### config.mk
export PLATFORM = sky130hd
export DESIGN_NAME = sat_decide_unit
export DESIGN_NICKNAME = d
export VERILOG_FILES = /design/src/rtl/sat_decide_unit.sv
export SDC_FILE = /design/constraint.sdc
export NUM_CORES = 1
export LEC_CHECK = 0
export ABC_CLOCK_PERIOD_IN_PS = 3220
export CORE_MARGIN = 3
export CORE_UTILIZATION = 50
export DETAILED_ROUTE_END_ITERATION = 10
export GPL_TIMING_DRIVEN = 0
export PLACE_DENSITY_LB_ADDON = 0.3
export SKIP_LAST_GASP = 1
export SYNTH_ARGS = -nofsm -noshare
export SYNTH_HDL_FRONTEND = slang
export SYNTH_SLANG_ARGS = --single-unit
### constraint.sdc
create_clock -name clk -period 3.22 [get_ports clk]
set_input_delay 0.322 -clock clk [delete_from_list [all_inputs] [get_ports clk]]
set_output_delay 0.322 -clock clk [all_outputs]
set_load 0.02 [all_outputs]
### src/rtl/sat_decide_unit.sv
// DPLL decision/backtrack controller feeding bcp_top: decides the lowest free variable,
// hands the partial assignment to BCP and walks a decision trail on conflict.
module sat_decide_unit #(
  parameter int VAR_NUM     = 4,
  parameter int VAR_NUM_LOG = 2
) (
  input  logic               clk,
  input  logic               rst,
  input  logic               start,
  input  logic [VAR_NUM-1:0] free_in,
  input  logic [VAR_NUM-1:0] assign_in,
  input  logic               bcp_done,
  input  logic               bcp_conflict,
  output logic [VAR_NUM-1:0] free_out,
  output logic [VAR_NUM-1:0] assignment_out,
  output logic               bcp_request,
  output logic               busy,
  output logic               sat,
  output logic               unsat
);

  localparam int SPW = VAR_NUM_LOG + 1;

  typedef enum logic [2:0] {
    S_IDLE,
    S_DECIDE,
    S_WAIT_BCP,
    S_BACKTRACK,
    S_DONE_SAT,
    S_DONE_UNSAT
  } state_e;

  state_e             state_q, state_d;
  logic [VAR_NUM-1:0] free_q, free_d;
  logic [VAR_NUM-1:0] assign_q, assign_d;
  logic               bcp_req_q, bcp_req_d;
  logic               busy_q, busy_d;
  logic               sat_q, sat_d;
  logic               unsat_q, unsat_d;
  logic [SPW-1:0]     sp_q, sp_d;

  logic [VAR_NUM_LOG-1:0] tvar_q    [VAR_NUM];
  logic [VAR_NUM_LOG-1:0] tvar_d    [VAR_NUM];
  logic [VAR_NUM-1:0]     tfree_q   [VAR_NUM];
  logic [VAR_NUM-1:0]     tfree_d   [VAR_NUM];
  logic [VAR_NUM-1:0]     tassign_q [VAR_NUM];
  logic [VAR_NUM-1:0]     tassign_d [VAR_NUM];
  logic [VAR_NUM-1:0]     tflip_q, tflip_d;
  logic [VAR_NUM-1:0]     tvalid_q, tvalid_d;

  logic [VAR_NUM_LOG-1:0] low_idx, push_idx, top_idx, top_var;
  logic [VAR_NUM-1:0]     low_mask, top_mask;
  logic                   found;

  always_comb begin : pick
    low_idx = '0;
    found   = 1'b0;
    for (int unsigned i = 0; i < VAR_NUM; i++) begin
      if (free_q[i] && !found) begin
        low_idx = VAR_NUM_LOG'(i);
        found   = 1'b1;
      end
    end
    push_idx = VAR_NUM_LOG'(sp_q);
    top_idx  = VAR_NUM_LOG'(sp_q - SPW'(1));
    top_var  = tvar_q[top_idx];
    low_mask = '0;
    low_mask[low_idx] = 1'b1;
    top_mask = '0;
    top_mask[top_var] = 1'b1;
  end

  always_comb begin : next_state
    state_d   = state_q;
    free_d    = free_q;
    assign_d  = assign_q;
    bcp_req_d = 1'b0;
    busy_d    = busy_q;
    sat_d     = sat_q;
    unsat_d   = unsat_q;
    sp_d      = sp_q;
    tvar_d    = tvar_q;
    tfree_d   = tfree_q;
    tassign_d = tassign_q;
    tflip_d   = tflip_q;
    tvalid_d  = tvalid_q;

    unique case (state_q)
      S_IDLE, S_DONE_SAT, S_DONE_UNSAT: begin
        if (start) begin
          free_d   = free_in;
          assign_d = assign_in;
          sp_d     = '0;
          tvalid_d = '0;
          tflip_d  = '0;
          sat_d    = 1'b0;
          unsat_d  = 1'b0;
          busy_d   = 1'b1;
          state_d  = S_DECIDE;
        end
      end
      S_DECIDE: begin
        if (free_q == '0) begin
          sat_d   = 1'b1;
          busy_d  = 1'b0;
          state_d = S_DONE_SAT;
        end else begin
          tvar_d[push_idx]    = low_idx;
          tfree_d[push_idx]   = free_q;
          tassign_d[push_idx] = assign_q;
          tflip_d[push_idx]   = 1'b0;
          tvalid_d[push_idx]  = 1'b1;
          sp_d      = sp_q + SPW'(1);
          free_d    = free_q & ~low_mask;
          assign_d  = assign_q | low_mask;
          bcp_req_d = 1'b1;
          state_d   = S_WAIT_BCP;
        end
      end
      S_WAIT_BCP: begin
        // bcp_req_q marks the first wait cycle, in which bcp_done is not yet trusted
        if (!bcp_req_q && bcp_done) begin
          if (bcp_conflict) begin
            state_d = S_BACKTRACK;
          end else begin
            free_d   = free_in;
            assign_d = assign_in;
            state_d  = S_DECIDE;
          end
        end
      end
      S_BACKTRACK: begin
        if (sp_q == '0) begin
          unsat_d = 1'b1;
          busy_d  = 1'b0;
          state_d = S_DONE_UNSAT;
        end else if (!tflip_q[top_idx]) begin
          free_d   = tfree_q[top_idx] & ~top_mask;
          assign_d = tassign_q[top_idx] & ~top_mask;
          tflip_d[top_idx] = 1'b1;
          bcp_req_d = 1'b1;
          state_d   = S_WAIT_BCP;
        end else begin
          tvalid_d[top_idx] = 1'b0;
          sp_d = sp_q - SPW'(1);
        end
      end
      default: state_d = S_IDLE;
    endcase
  end

  always_ff @(posedge clk or negedge rst) begin
    if (!rst) begin
      state_q   <= S_IDLE;
      free_q    <= '0;
      assign_q  <= '0;
      bcp_req_q <= 1'b0;
      busy_q    <= 1'b0;
      sat_q     <= 1'b0;
      unsat_q   <= 1'b0;
      sp_q      <= '0;
      tvar_q    <= '{default: '0};
      tfree_q   <= '{default: '0};
      tassign_q <= '{default: '0};
      tflip_q   <= '0;
      tvalid_q  <= '0;
    end else begin
      state_q   <= state_d;
      free_q    <= free_d;
      assign_q  <= assign_d;
      bcp_req_q <= bcp_req_d;
      busy_q    <= busy_d;
      sat_q     <= sat_d;
      unsat_q   <= unsat_d;
      sp_q      <= sp_d;
      tvar_q    <= tvar_d;
      tfree_q   <= tfree_d;
      tassign_q <= tassign_d;
      tflip_q   <= tflip_d;
      tvalid_q  <= tvalid_d;
    end
  end

  assign free_out       = free_q;
  assign assignment_out = assign_q;
  assign bcp_request    = bcp_req_q;
  assign busy           = busy_q;
  assign sat            = sat_q;
  assign unsat          = unsat_q;

endmodule

**After elaboration in Yosys (flattened, before gate mapping)**

Cells that the tools add are included.

- Flip-flop bits (word level): 62
- Bits in latches: 0
- RAM bits: 0
- ROM bits: 0
- Bits of input ports: 13
- Output and inout port bits: 12
- Word-level logic and storage cells: 166
- Memories: 0

- $add $sub $neg: 2
- Multipliers: 0
- Div/mod/pow operators: 0
- Magnitude comparators: 11
- Equal/unequal tests: 15
- Shifts and indexed selects: 0
- Muxes and demuxes: 76
- Bitwise operators: 12
- Reductions and logical operators: 29

Operators by type and width:

| operator | count |
|---|---|
| $mux 4 | 21 |
| $bwmux 16 | 2 |
| $pmux 4 s4 | 2 |
| $mux 3 | 9 |
| $mux 1 | 18 |
| $ne 2x2->1 const B | 9 |
| $and 4x4->4 | 4 |
| $bmux 4 s2 | 2 |
| $lt 2x3->1 const B | 4 |
| $mux 2 | 6 |
| $not 4->4 | 3 |
| $pmux 3 s4 | 1 |
| $pmux 4 s3 | 1 |
| $reduce_and 5->1 | 2 |
| $logic_and 1x1->1 | 9 |
| $pmux 3 s3 | 1 |
| $reduce_and 3->1 | 3 |
| $bwmux 8 | 1 |
| $demux 1 s2 | 4 |
| $demux 4 s2 | 1 |
| $ge 2x1->1 const B | 4 |
| $or 4x4->4 | 2 |
| $reduce_and 7->1 | 1 |
| $eq 3x2->1 const B | 2 |
| 23 further kinds | 33 |

**Longest topological paths before layout**

Gate-level depths: netlist of the first run.

- Depth in word-level cells: 18
- Mapped depth: 9
- Mapped depth without buffers: 7

**Worst setup path after synthesis of the first run**

No wires, ideal clock.

- Path type: flip-flop to flip-flop
- From: register sp_q[0]
- To: register free_q[1] (netlist: free_out[1])
- Setup time: 0.121 ns
- Data arrival time: 2.215 ns
- Required time: 3.099 ns
- Path slack: 0.884 ns
- Stages on the path, launching flop included: 9
- Path buffers: 2
- Clock period less this slack: 2.336 ns
- Cells stage by stage: dfrtp_1 > buf_6 > inv_1 > ha_1 > buf_2 > mux4_2 > nand2b_4 > a32o_1 > a22o_1

- Cells in the longest elaborated chain, start to end: 14
- Elaborated cells between the ends (all ways): 24
- Classes of those cells: add/sub: 1; order compare: 2; eq/ne: 2; mux: 13; bitwise: 3; reduce/logical: 3

Ends and longest elaborated chain:

| item | line | text |
|---|---|---|
| from (decl) | 40 | `logic [SPW-1:0] sp_q, sp_d;` |
| from (signal assigned) | 175 | `sp_q <= sp_d;` |
| $sub 3x1->3 | - |  |
| $not 2->3 (implied by the code) | 66, 138 |  |
| $bmux 2 s2 | 66 | `top_var = tvar_q[top_idx];` |
| $mux 2 (implied by the code) (2 in a row) | 66 |  |
| $lt 2x3->1 (implied by the code) or $ge 2x1->1 (tied branches) | 70 | `top_mask[top_var] = 1'b1;` |
| $logic_and 1x1->1 (implied by the code) | 70 |  |
| $mux 1 (implied by the code) | 70 |  |
| $demux 1 s2 | 70 |  |
| $not 4->4 | 138 | `free_d = tfree_q[top_idx] & ~top_mask;` |
| $and 4x4->4 | 138 |  |
| $mux 4 | 137 | `end else if (!tflip_q[top_idx]) begin` |
| $mux 4 | 133 | `if (sp_q == '0) begin` |
| $pmux 4 s4 | 88 | `unique case (state_q)` |
| to (signal assigned) | 169 | `free_q <= free_d;` |
| to (decl) | 34 | `logic [VAR_NUM-1:0] free_q, free_d;` |

Parallel ways exist; a longest one is shown, timed or not. The select of a mux whose other input is x is not followed.
A chain may end at the register's enable or synchronous reset.

**Worst setup path in the final report of the first run**

Same ends and word-level chain as after synthesis.

==> reports/qor.txt, run 1 <==
Mapped Cells: 276
CTS tree: yes
average via count per standard cell: 5.883
clock tree root buffer cell: clkbuf_8
syn nets: 294
total area of sequential cells: 1551 µm²
mean cell area of the mapped netlist: 11.49 µm²
CP Data Arrival Time: 3.00 ns
number of rows in the core area: 28
biggest area consumer among synthesized cells: dfrtp_1
clock network latency to the later pin of the worst-skew pair: 0.35 ns
Port Buffers: 24
drt total wl: 7.372 mm
DIE HEIGHT: 85.63 µm
number of max-slew violations in the final report: 0
clock transition at the registers of the reported paths: 0.07 ns
footprint of the multi-input gates: 1491 µm²
share of the synthesized area in the top cell type: 0.4893
maximum clock frequency: 361.6 MHz
number of clock buffers inserted by TritonCTS: 9
number of ports placed on the die boundary: 25
max-cap viol count: 0
core footprint: 6026 µm²
Post-CTS Hold Buffers: 0
top cells by area in the synthesized netlist: dfrtp_1, mux2_2, mux4_2
Residual DRC: 0
Critical Path Sink Type: flip-flop
Layout Utilization: 0.6150
worst slew pin tran: 0.7711 ns
top fanout value on the critical path: 10
clock sinks: 62
cell with the most instances after synthesis: dfrtp_1
Die Area: 7333 µm²
final setup violation count: 0
final weighted congestion in routability-driven placement: 0.9016
time the worst path needs with I/O delays and setup: 2.766 ns
overall global routing resource usage: 0.2182
Max IR drop VDD: 0.6371 mV
H-tree levels: 3
routed wirelength normalized by instance count: 18.81 µm
critical path launch point type: flip-flop
Post-synth EDFFs: 0
post-synth cell types: 40
share of the clock period used by the worst path: 0.8589
result of the run: finished, final reports clean
Hold Path Class: input pin to asynchronous set/reset pin
number of DRC violations after detailed-routing iteration 0: 225
ys async rst share: 1.000
static power due to leakage: 0.001565 µW
number of storage elements in the synthesis netlist: 62
Critical Setup Path Class: flip-flop to flip-flop
maximum buffer depth of the clock tree: 2
Filler cells: 496
total congestion overflow: 0
via count of the first global-routing pass: 2367
Mapped Area: 3171 µm²
fraction of layout instances using a drive strength above 1: 0.2492
required time of the critical path: 3.46 ns
vias after detailed routing: 2306
number of failing hold endpoints at the final stage: 0
Detail Route Antenna Nets: 0
effective utilization at floorplan: 0.5262
Die Width: 85.63 µm
P&R area growth vs syn: 16.89%
largest net degree at the start of global routing: 34
wire length of the first global-routing pass: 12.10 mm
most common flop cell mapped by yosys: dfrtp_1
Min Hold Slack: 0.04703 ns
Layout Nets: 330
post-CTS resize count: 0
count of yosys warnings during synthesis: 0
placed wire-length estimate: 5.015 mm
final antenna diode count: 0
DRT Pass-1 Iters: 4
RSZ-0062 raised after global routing: false
worst-case headroom to the max-slew limit: 0.4859
top cell types by occurrence after synthesis: dfrtp_1, mux2_2, nand2_1
maximum clock skew at final layout: 0.01144 ns
sequential area share after synthesis: 0.4893
antenna violations before repair: 0
power density normalized to cell area: 1096 nW/µm²
Setup Fix Bufs, Post-CTS: 0
## path summary, 6_finish.rpt
kind / start / endpoint / slack [ns] / cells past startpoint
worst max-delay path: sp_q[0] / free_out[1] / 0.45 / 8
worst min-delay path: rst / state_q[0] / 0.05 / 1
worst max register to register: sp_q[0] / free_out[1] / 0.45 / 8
worst min register to register: tvar_q[3] / tvar_q[3] / 0.48 / 2
max in group asynchronous: rst / tflip_q[1] / 2.54 / 2
min in group clk: tvar_q[3] / tvar_q[3] / 0.48 / 2
## registers in the layout, summed over array words and instances, names as in the netlist
name and cells:
tflip_q 4, unsat 1, tfree_q 16, state_q 3, free_out 4, bcp_request 1
busy 1, sat 1, tvar_q 8, sp_q 3, assignment_out 4, tassign_q 16
## through the flow
step	cell area, µm²	instances	worst slack (ns)	total power [µW]	setup TNS (ns)
2_1_floorplan	3171	276	0.8839	2813	0
3_3_place_gp	3505	375	-0.2082	3365	-12.66
3_5_place_dp	3520	376	0.4508	3424	0
4_1_cts	3706	392	0.4432	4078	0
5_1_grt	3706	392	0.3514	4334	0
6_report	3706	392	0.4545	4062	0
## critical path, cell delays in order (launching register included)
cell,delay (ns)
dfrtp_1,0.52
buf_6,0.25
inv_1,0.12
ha_1,0.39
buf_2,0.32
mux4_2,0.43
nand2b_4,0.17
a32o_1,0.24
a22o_1,0.22
## cells in the final DEF, fill, tap and decap left out, types with 2 or more instances in the layout
cell type / netlist / final
mux4_2: 11 / 11
a32o_1: 6 / 6
nor2_1: 16 / 16
ha_1: 5 / 5
nand2_1: 27 / 27
buf_12: 1 / 2
o31ai_1: 2 / 2
dfrtp_1: 62 / 62
o211ai_1: 2 / 2
nor2_2: 4 / 4
clkbuf_8: 0 / 12
a22o_1: 3 / 3
clkbuf_1: 9 / 10
nor3_1: 4 / 4
nand3_1: 10 / 10
mux2_2: 28 / 28
nand2b_1: 2 / 2
o21ai_0: 20 / 20
buf_2: 8 / 9
nand3b_1: 2 / 2
a41oi_1: 2 / 2
nor2b_1: 6 / 6
inv_1: 6 / 6
mux2i_1: 2 / 2
clkdlybuf4s50_1: 0 / 23
nor4b_1: 2 / 2
a21oi_1: 18 / 18
a31oi_2: 4 / 4
clkinv_2: 0 / 2
## power breakdown
group          switching, µW  internal, µW  total (µW)
clock network            304           340         644
logic                   1120           948        2060
registers                228          1130        1350
## routing by layer
metal	GRT usage	wire, µm	up-vias
met5	0	0	-
met4	0.08633	115	0
met3	0.06148	404	11
met2	0.3439	3557	69
met1	0.2868	3295	1149
li1	-	-	1077
## kinds of logic after synthesis
group,Yosys count,share of synthesized area
and+or+nand+nor,78,0.1243
AOI/OAI and AO/OA,64,0.1397
DFF,62,0.4893
muxes,41,0.1839
buffers and inverters,25,0.04025
adders and majority gates,5,0.01973
xor gates and xnor gates,1,0.002763
## cell type report
| cell class | instances | share of cell area |
|---|---|---|
| Sequential cell | 62 | 0.4186 |
| Multi-Input combinational cell | 189 | 0.4024 |
| Timing Repair Buffer | 25 | 0.06887 |
| Clock buffer | 13 | 0.04558 |
| Buffer | 19 | 0.02836 |
| Tap cell | 75 | 0.02532 |
| Inverter | 6 | 0.006077 |
| Clock inverter | 3 | 0.004727 |
Note: power is estimated with default switching activity, not from simulation.
==> run 2: changes to the inputs <==
--- a/config.mk
+++ b/config.mk
@@ -7,7 +7,7 @@
 export LEC_CHECK = 0
 export ABC_CLOCK_PERIOD_IN_PS = 3220
 export CORE_MARGIN = 3
-export CORE_UTILIZATION = 50
+export CORE_UTILIZATION = 35
 export DETAILED_ROUTE_END_ITERATION = 10
 export GPL_TIMING_DRIVEN = 0
 export PLACE_DENSITY_LB_ADDON = 0.3
==> run 2 against run 1 <==
- global-route usage fell by 5.2 points
- power fell by 0.49%
- clock-buffer cell count fell by 4
- final cell count rose by 8.2%
- setup slack improved by 0.033 ns
- maximum frequency rose by 1.2%
- critical endpoint unchanged
- largest cell class unchanged
- largest power group unchanged
==> reports/qor.txt, run 2 (synthesis gave the netlist of run 1 again) <==
result of the run: finished, final reports clean
Detail Route Antenna Nets: 0
placed wire-length estimate: 5.262 mm
clock transition at the registers of the reported paths: 0.08 ns
reg2reg setup slack: 0.49 ns
filler-free cell count of the finished design: 424
worst slew pin tran: 0.7861 ns
time the worst path needs with I/O delays and setup: 2.733 ns
post-CTS resize count: 0
number of clock buffers inserted by TritonCTS: 9
static power due to leakage: 0.001543 µW
leading cell type in the layout, fill and taps excluded: dfrtp_1
Die Width: 101.2 µm
average via count per standard cell: 5.538
maximum buffer depth of the clock tree: 2
Levels on crit path: 8
CP Data Arrival Time: 2.98 ns
Layout Nets: 329
number of placed instances, taps included: 408
DRT Pass-1 Iters: 4
Filler cells: 855
r2r endpoint: free_out[1]
Layout Utilization: 0.4242
fraction of layout instances using a drive strength above 1: 0.2500
wire length of the first global-routing pass: 13.01 mm
critical path launch point type: flip-flop
core footprint: 8763 µm²
required time of the critical path: 3.47 ns
number of rows in the core area: 34
vias after detailed routing: 2348
critical path, cell by cell: buf_6, inv_1, ha_1, buf_2, mux4_2, nand2b_4, a32o_1, a22o_1
max-cap viol count: 0
power density normalized to cell area: 1087 nW/µm²
cell count of the worst reg-to-reg path: 8
overall global routing resource usage: 0.1667
Die Area: 10240 µm²
P_int: 2350 µW
P&R area growth vs syn: 17.25%
Critical Setup Path Class: flip-flop to flip-flop
final antenna diode count: 0
Setup Fix Bufs, Post-CTS: 0
total power: 4042 µW
CTS tree: yes
crit path launch: sp_q[0]
clock sinks: 62
number of max-slew violations in the final report: 0
relative contribution of combinational cells to total power: 0.514
registers with the most flip-flops: tassign_q: 16 flops, tfree_q: 16 flops, tvar_q: 8 flops
number of DRC violations after detailed-routing iteration 0: 125
switching power: 1692 µW
maximum clock skew at final layout: 0.01246 ns
Port Buffers: 24
Residual DRC: 0
clock network latency to the later pin of the worst-skew pair: 0.35 ns
commonest cells after routing, fill and taps aside: dfrtp_1, mux2_2, nand2_1
total congestion overflow: 0
final worst slack: 0.4873 ns
proportion of power drawn by flip-flops and latches: 0.335
Min Hold Slack: 0.05642 ns
FF-to-FF Start: sp_q[0]
number of failing hold endpoints at the final stage: 0
CP max stage delay: 0.49 ns
maximum clock frequency: 365.9 MHz
Post-CTS Hold Buffers: 0
effective utilization at floorplan: 0.3618
end point of the critical path: free_out[1]
Critical Path Sink Type: flip-flop
worst slack, placed: 0.4428 ns
final weighted congestion in routability-driven placement: 0.8160
Max IR drop VDD: 0.2953 mV
DIE HEIGHT: 101.2 µm
worst-case headroom to the max-slew limit: 0.4759
library cell contributing the largest single delay on the critical path: dfrtp_1
antenna violations before repair: 0
share of the clock period used by the worst path: 0.8487
switching share of power: 0.4185
routed wirelength normalized by instance count: 18.31 µm
gate family responsible for the most delay along the worst path: buffers and inverters
clock share of power: 0.151
via count of the first global-routing pass: 2461
final setup violation count: 0
number of ports placed on the die boundary: 25
H-tree levels: 3
drt total wl: 7.763 mm
clock tree root buffer cell: clkbuf_8
top fanout value on the critical path: 10
Buffers & Inverters on Critical Path: 3
RSZ-0062 raised after global routing: false
largest net degree at the start of global routing: 63
Hold Path Class: input pin to asynchronous set/reset pin
[run 2: changes by cell type in the layout (fill, tap and decap cells not counted)]
cell | previous run | this run
buf_12 | 2 | 1
buf_2 | 9 | 8
buf_4 | 0 | 1
clkbuf_1 | 10 | 9
clkbuf_8 | 12 | 9
clkinv_4 | 0 | 1
clkinvlp_4 | 1 | 3
inv_6 | 0 | 1
[run 2: routing by layer]
| metal | vias up | global-route usage | wire, µm |
|---|---|---|---|
| li1 | 1081 | - | - |
| met1 | 1206 | 0.2207 | 3557 |
| met2 | 51 | 0.2656 | 3758 |
| met3 | 10 | 0.04270 | 334 |
| met4 | 0 | 0.06033 | 113 |
| met5 | - | 0 | 0 |
[run 2: per-stage QoR]
step | area (µm²) | setup TNS (ns)
after floorplan | 3171 | 0
after global placement | 3546 | -16.12
after detailed placement | 3543 | 0
after CTS | 3717 | 0
after global routing | 3717 | 0
final | 3717 | 0
[run 2: final cells by class]
cell class,count,area [µm²],share of cell area
sequential,62,1551,0.4174
buffer,19,105.1,0.02827
timing repair buffer,24,237.7,0.06395
tap,108,135.1,0.03635
clock inverter,7,50.05,0.01346
inverter,6,22.52,0.006059
clock buffer,9,123.9,0.03332
multi-input combinational,189,1491,0.4012
[run 2: worst register-to-register path, stage by stage (launching register included)]
cell and delay, ns:
dfrtp_1 0.49, buf_6 0.24, inv_1 0.13, ha_1 0.38, buf_2 0.32, mux4_2 0.44
nand2b_4 0.18, a32o_1 0.24, a22o_1 0.22
[run 2: power by group through the flow]
stage	sequential, µW	combinational, µW	clock (µW)
6_report	1350	2080	612
5_1_grt	1400	2270	655
4_1_cts	1350	2090	621
3_5_place_dp	1370	2080	0
3_3_place_gp	1350	2050	0
2_1_floorplan	1380	1430	0
[run 2: how the worst min path moves through the flow]
stage | to | depth (start not counted)
global route | state_q[1] | 1
CTS | sp_q[1] | 1
detailed placement | sat | 1
global placement | tvar_q[3] | 2
finish | tfree_q[15] | 1
floorplan | assignment_out[0] | 0
